### config.mk
export PLATFORM = sky130hd
export DESIGN_NAME = clock_alarm_multi
export DESIGN_NICKNAME = d
export VERILOG_FILES = /design/src/rtl/clock_alarm_multi.sv
export SDC_FILE = /design/constraint.sdc
export NUM_CORES = 1
export LEC_CHECK = 0
export ABC_AREA = 1
export CORE_MARGIN = 4
export CORE_UTILIZATION = 38
export DETAILED_ROUTE_END_ITERATION = 12
export GPL_ROUTABILITY_DRIVEN = 0
export HOLD_SLACK_MARGIN = 0.12
export SYNTH_ARGS = -nofsm -noshare
export SYNTH_HDL_FRONTEND = slang
export SYNTH_HIERARCHICAL = 1
export SYNTH_SLANG_ARGS = --single-unit
### constraint.sdc
create_clock -name clk -period 2.7 [get_ports clk]
set_input_delay 0.27 -clock clk [delete_from_list [all_inputs] [get_ports clk]]
set_output_delay 0.27 -clock clk [all_outputs]
set_load 0.01 [all_outputs]
### src/rtl/clock_alarm_multi.sv
// BCD 24h time-of-day counter with an ALARM_NUM-entry alarm table, ring/snooze FSM and beeper.
// Optional CLOCK_ALARM_H12_EN: 12-hour display on disp_hh/disp_pm; internal time stays 24h.

module clock_alarm_entry (
    input  logic        clk,
    input  logic        rst_n,
    input  logic        we,
    input  logic        on_in,
    input  logic [15:0] hhmm_in,
    input  logic [15:0] cur_hhmm,
    output logic        hit
);
    logic        on_q;
    logic [15:0] hhmm_q;

    always_ff @(posedge clk or negedge rst_n) begin
        if (!rst_n) begin
            on_q   <= 1'b0;
            hhmm_q <= '0;
        end else if (we) begin
            on_q   <= on_in;
            hhmm_q <= hhmm_in;
        end
    end

    assign hit = on_q && (hhmm_q == cur_hhmm);
endmodule

module clock_alarm_multi #(
    parameter int CLK_HZ     = 50000000,
    parameter int ALARM_NUM  = 4,
    parameter int SNOOZE_MIN = 5,
    parameter int RING_SEC   = 60,
    parameter int IDXW       = (ALARM_NUM > 1) ? $clog2(ALARM_NUM) : 1
) (
    input  logic            clk,
    input  logic            rst_n,
    input  logic            set_inc_h,
    input  logic            set_inc_m,
    input  logic            set_zero_s,
    input  logic            alm_we,
    input  logic [IDXW-1:0] alm_idx,
    input  logic            alm_on,
    input  logic [15:0]     alm_hhmm,
    input  logic            ack,
    input  logic            snooze,
    output logic [23:0]     time_bcd,
    output logic [7:0]      disp_hh,
    output logic            disp_pm,
    output logic            sec_pulse,
    output logic            ring,
    output logic [IDXW-1:0] ring_idx,
    output logic            beep,
    output logic            alm_err
);
    localparam int PW       = (CLK_HZ > 1) ? $clog2(CLK_HZ) : 1;
    localparam int TONE_DIV = (CLK_HZ / 2000 > 1) ? CLK_HZ / 2000 : 1;
    localparam int TDW      = (TONE_DIV > 1) ? $clog2(TONE_DIV) : 1;
    localparam int TW       = 12;

    typedef enum logic [1:0] {S_IDLE, S_RING, S_SNOOZE} state_t;
    typedef struct packed {
        logic        on;
        logic [15:0] hhmm;
    } alm_wr_t;

    function automatic logic [7:0] bcd_inc(input logic [7:0] v, input logic [7:0] top);
        if (v == top) return 8'h00;
        if (v[3:0] == 4'd9) return {v[7:4] + 4'd1, 4'd0};
        return {v[7:4], v[3:0] + 4'd1};
    endfunction

    logic [PW-1:0]  presc;
    logic [7:0]     hh, mm, ss;
    logic           wrap, any_set, adv_q;

    assign wrap     = (presc == PW'(CLK_HZ - 1));
    assign any_set  = set_inc_h | set_inc_m | set_zero_s;
    assign time_bcd = {hh, mm, ss};

    // A set pulse coinciding with a wrap swallows that second's advance.
    always_ff @(posedge clk or negedge rst_n) begin
        if (!rst_n) begin
            presc     <= '0;
            hh        <= 8'h00;
            mm        <= 8'h00;
            ss        <= 8'h00;
            sec_pulse <= 1'b0;
            adv_q     <= 1'b0;
        end else begin
            presc     <= (wrap || set_zero_s) ? '0 : presc + 1'b1;
            sec_pulse <= wrap;
            adv_q     <= wrap && !any_set;
            if (any_set) begin
                if (set_inc_h)  hh <= bcd_inc(hh, 8'h23);
                if (set_inc_m)  mm <= bcd_inc(mm, 8'h59);
                if (set_zero_s) ss <= 8'h00;
            end else if (wrap) begin
                ss <= bcd_inc(ss, 8'h59);
                if (ss == 8'h59) begin
                    mm <= bcd_inc(mm, 8'h59);
                    if (mm == 8'h59) hh <= bcd_inc(hh, 8'h23);
                end
            end
        end
    end

    alm_wr_t             wr;
    logic                idx_ok, bcd_ok, wr_ok, kill, match;
    logic [ALARM_NUM-1:0] hit;
    logic [IDXW-1:0]     match_idx;

    assign wr     = {alm_on, alm_hhmm};
    assign idx_ok = (32'(alm_idx) < ALARM_NUM);
    assign bcd_ok = (wr.hhmm[15:8] <= 8'h23) && (wr.hhmm[11:8] <= 4'd9) &&
                    (wr.hhmm[7:4] <= 4'd5) && (wr.hhmm[3:0] <= 4'd9);
    assign wr_ok  = alm_we && idx_ok && bcd_ok;

    for (genvar i = 0; i < ALARM_NUM; i++) begin : g_ent
        clock_alarm_entry u_ent (
            .clk      (clk),
            .rst_n    (rst_n),
            .we       (wr_ok && (32'(alm_idx) == i)),
            .on_in    (wr.on),
            .hhmm_in  (wr.hhmm),
            .cur_hhmm ({hh, mm}),
            .hit      (hit[i])
        );
    end

    always_comb begin
        match_idx = '0;
        for (int i = ALARM_NUM - 1; i >= 0; i--)
            if (hit[i]) match_idx = IDXW'(i);
    end

    // adv_q marks a tick-caused transition, so set actions can never fire an alarm.
    assign match = adv_q && (ss == 8'h00) && (|hit);
    assign kill  = wr_ok && !wr.on && (alm_idx == ring_idx);

    state_t         state;
    logic [TW-1:0]  timer;

    always_ff @(posedge clk or negedge rst_n) begin
        if (!rst_n) begin
            state    <= S_IDLE;
            ring     <= 1'b0;
            ring_idx <= '0;
            timer    <= '0;
            alm_err  <= 1'b0;
        end else begin
            alm_err <= alm_we && !(idx_ok && bcd_ok);
            case (state)
                S_IDLE: begin
                    if (match) begin
                        state    <= S_RING;
                        ring     <= 1'b1;
                        ring_idx <= match_idx;
                        timer    <= TW'(RING_SEC);
                    end
                end
                S_RING: begin
                    if (kill || ack) begin
                        state <= S_IDLE;
                        ring  <= 1'b0;
                    end else if (snooze) begin
                        state <= S_SNOOZE;
                        ring  <= 1'b0;
                        timer <= TW'(SNOOZE_MIN * 60);
                    end else if (sec_pulse) begin
                        if (timer <= TW'(1)) begin
                            state <= S_IDLE;
                            ring  <= 1'b0;
                        end else begin
                            timer <= timer - 1'b1;
                        end
                    end
                end
                S_SNOOZE: begin
                    if (kill || ack) begin
                        state <= S_IDLE;
                    end else if (sec_pulse) begin
                        if (timer <= TW'(1)) begin
                            state <= S_RING;
                            ring  <= 1'b1;
                            timer <= TW'(RING_SEC);
                        end else begin
                            timer <= timer - 1'b1;
                        end
                    end
                end
                default: begin
                    state <= S_IDLE;
                    ring  <= 1'b0;
                end
            endcase
        end
    end

    logic [TDW-1:0] tone_cnt;
    logic           tone;

    always_ff @(posedge clk or negedge rst_n) begin
        if (!rst_n) begin
            tone_cnt <= '0;
            tone     <= 1'b0;
        end else if (tone_cnt == TDW'(TONE_DIV - 1)) begin
            tone_cnt <= '0;
            tone     <= ~tone;
        end else begin
            tone_cnt <= tone_cnt + 1'b1;
        end
    end

    assign beep = ring & tone;

`ifdef CLOCK_ALARM_H12_EN
    logic [4:0] h_bin, h12;
    always_comb begin
        h_bin = 5'(hh[7:4]) * 5'd10 + 5'(hh[3:0]);
        if (h_bin == 5'd0)       h12 = 5'd12;
        else if (h_bin > 5'd12)  h12 = h_bin - 5'd12;
        else                     h12 = h_bin;
        disp_hh = (h12 >= 5'd10) ? {4'd1, 4'(h12 - 5'd10)} : {4'd0, h12[3:0]};
        disp_pm = (h_bin >= 5'd12);
    end
`else
    assign disp_hh = hh;
    assign disp_pm = 1'b0;
`endif

endmodule

==> impl_metrics.toml <==
[flow_run]
maxCapViolations = 0

[clocking]
numCtsBuffers = 17
htree_levels = 4
cts_tree = "yes"
numClockSinks = 154
clk_pin_slew_ns = 0.06
root_buffer = "clkbuf_16"
clk_latency_ns = 0.42
cts_buffer_depth = 2

[synth]
synth_area_leader_cell = "dfrtp_1"
ys_async_sr_fraction = 1.00
synth.ff_latch_count = 154
syn_nets = 1302
synthesis.yosys.warnings = 6
syn_avg_cell_area_um2 = 7.33
yosysSeqAreaShare = 0.419
syn-cell-area_um2 = 9190
synth_top_area_share = 0.419
synth_cell_types = 44
syn_inst = 1253
ys.flop_type = "dfrtp_1"
synth_area_leaders = "dfrtp_1 (42%), nand2_1 (14%), inv_1 (8.3%), nor2_1 (4.5%), o21ai_0 (3.9%)"
synth_edf_count = 0

[finish]
fill_cells = 2409
utilization = 0.462
antenna_cells = 0
layout-drive-gt1-share = 0.109
final_nets = 1390
multiInputGateArea_um2 = 4320
register_area_um2 = 3860
stdcell_count = 1671
syn_to_final_growth_pct = 18.7

[power_and_ir_drop]
p_per_area_nw_per_um2 = 652
p_int_mw = 4.78
clkPwrFrac = 0.331
ir_drop_v = 0.000359
switching_share = 0.328
pwr-share-comb = 0.258
seqPwrFrac = 0.411
leakage_nw = 5.32
p_sw_mw = 2.33

[sta]
setup_ws_ns = 0.250
maxSlewViolCount = 0
fin_hold_ws_ns = 0.393
fmaxAchievable_ghz = 0.408
slew_headroom = 0.619
fin_skew_ns = 0.00768
tns_ns = 0
tightest_slew_ns = 0.572
hold_viol = 0
fin_crit_ns = 2.45
finalSetupViolCount = 0
finalCritPeriodShare = 0.907
rsz0062_at_grt = "no"

[die]
core_area_um2 = 23600
io_pins = 66
dieHeight_um = 164
start_util = 0.389
fp.dieW_um = 164
rows = 56
die_area_um2 = 26700

[critical_path]
arrival_ns = 2.76
r2r_end = "timer[10]"
slowest_stage = "dfrtp_1"
path_buf_inv = 0
critPathMaxFanout = 19
max_stage_delay_ns = 0.62
startpoint_type = "register"
r2r_cells = 13
path_class = "reg -> reg"
critPathTopFamily = "simple AND/OR/NAND/NOR gates"
cp_cell_sequence = "o22ai_1 > nor2_1 > nand3_1 > nor2_1 > nor2_1 > nand3_1 > nand3_1 > nand2_1 > nand3_2 > nor2_4 > nand2_8 > nand2_1 > o21ai_2"
end_kind = "register"
crit_required_ns = 3.01
worstReg2RegStart = "mm[2]"
rrSetupSlack_ns = 0.25

[drt]
viasPerCell = 4.73
drcViolationCount = 0
drt_iter0_drc = 335
first_pass_iters = 5
wl_mm = 23.5
routedWlPerCell_um = 14.1
dr_total_vias = 7909
antenna_left = 0

[grt]
grt_use_total = 0.184
first_global_vias = 7608
overflow = 0
antenna_found_initial = 1
grt_max_degree = 60
grt_pass1_wl_mm = 39.2

[placement]
portBuffers = 64
dp_cells = 1640
detailed_place_hpwl_mm = 17.8
dp_slack_ns = 0.0210

[worst_hold_path]
hold_class = "in -> async"

[run_status]
status = "completed"
## sequential cells by signal (all words and copies together) (netlist names)
signal              count
adv_q                   1
alm_err                 1
disp_hh                 8
g_ent.u_ent/hhmm_q     64
g_ent.u_ent/on_q        4
mm                      8
presc                  26
ring                    1
ring_idx                2
sec_pulse               1
ss                      8
state                   2
timer                  12
tone                    1
tone_cnt               15
## routing by layer
| layer | global-route usage | share of wire | vias up |
|---|---|---|---|
| li1 | - | - | 4095 |
| met1 | 0.250 | 0.48 | 3635 |
| met2 | 0.294 | 0.45 | 149 |
| met3 | 0.0437 | 0.046 | 28 |
| met4 | 0.0564 | 0.021 | 2 |
| met5 | 0 | 0.00060 | - |
## timing repair
| item | in CTS | in global routing |
|---|---|---|
| endpoints found under the setup margin | 0 | 12 |
| endpoints found under the hold margin | 56 | 0 |
| hold buffers | 1 | 0 |
| buffers inserted | 0 | 0 |
| resized for setup | 0 | 5 |
## worst reg2reg max path, cell delays in order, from the launching register on
cell     delay (ns)
dfrtp_1        0.62
o22ai_1        0.16
nor2_1         0.27
nand3_1        0.11
nor2_1         0.15
nor2_1         0.08
nand3_1        0.10
nand3_1        0.10
nand2_1        0.13
nand3_2        0.09
nor2_4         0.22
nand2_8        0.14
nand2_1        0.11
o21ai_2        0.05
## placed cells by master (no fill, tap or decap), types with 3 or more instances in the layout
cell type          n
nand2_1          354
inv_1            202
dfrtp_1          149
nor2_1           106
o21ai_0           71
nand3_1           65
clkdlybuf4s50_1   63
o21ai_1           29
nor3_1            25
buf_4             24
xor2_1            23
a21oi_1           23
ha_1              22
nand4_1           19
inv_2             17
clkbuf_16         17
mux2_2            16
nor2_2            13
xnor2_1           11
or2_2             10
nand2_2            9
o22ai_1            8
nor3b_1            6
o21ai_2            6
nor4_1             5
dfrtp_2            5
a31oi_1            4
clkinv_1           4
clkinvlp_4         4
buf_12             4
nor3_2             3
a211oi_1           3
nand3_2            3
clkinv_4           3
## cells in the mapped netlist, types with 11 or more instances
library cell,instances
inv_2,17
xnor2_1,11
nor3_1,25
dfrtp_1,154
o21ai_0,71
nand4_1,19
nand2_1,354
xor2_1,23
a21oi_1,23
inv_1,202
ha_1,22
nor2_1,110
nand3_1,65
o21ai_1,29
mux2_2,16
## kinds of logic after synthesis
| kind of cell | count (synthesis) | synth area share |
|---|---|---|
| and+or+nand+nor | 629 | 0.297 |
| muxes | 16 | 0.0196 |
| AOI/OAI and AO/OA | 150 | 0.0894 |
| adders and majority gates | 22 | 0.0300 |
| DFF | 154 | 0.419 |
| xor gates and xnor gates | 34 | 0.0324 |
| buffers and inverters | 247 | 0.111 |
| other | 1 | 0.000408 |
## power groups by stage
| stage | clock [mW] | combinational, mW | sequential, mW |
|---|---|---|---|
| 2_1_floorplan | 0 | 1.10 | 2.91 |
| 3_3_place_gp | 0 | 1.84 | 2.95 |
| 3_5_place_dp | 0 | 1.85 | 2.95 |
| 4_1_cts | 2.42 | 1.87 | 2.91 |
| 5_1_grt | 2.51 | 2.10 | 2.97 |
| 6_report | 2.35 | 1.84 | 2.92 |
## stage by stage
| stage | area [um^2] | power, mW |
|---|---|---|
| 2_1_floorplan | 9190 | 4.01 |
| 3_3_place_gp | 10300 | 4.78 |
| 3_5_place_dp | 10300 | 4.81 |
| 4_1_cts | 10900 | 7.20 |
| 5_1_grt | 10900 | 7.59 |
| 6_report | 10900 | 7.11 |
## layout make-up
cell class              count  area share
flip-flops and latches    154       0.354
multi-input cells         852       0.396
repair buffers             93      0.0836
well taps                 319      0.0366
clock inverters            10      0.0111
inverters                 223      0.0767
clock buffers              20      0.0419
## worst max path at each step
stage / start / slack (ns) / to / cells after the start
finish: mm[2] / 0.25 / timer[10] / 13
global route: mm[6] / 0.004 / timer[9] / 13
CTS: mm[0] / 0.21 / timer[10] / 15
detailed placement: alm_hhmm[10] / 0.02 / g_ent[2].u_ent/hhmm_q[12] / 10
global placement: alm_hhmm[10] / 0.03 / g_ent[2].u_ent/hhmm_q[12] / 10
floorplan: disp_hh[0] / 0.58 / timer[4] / 18
(Power assumes the default switching activity.)
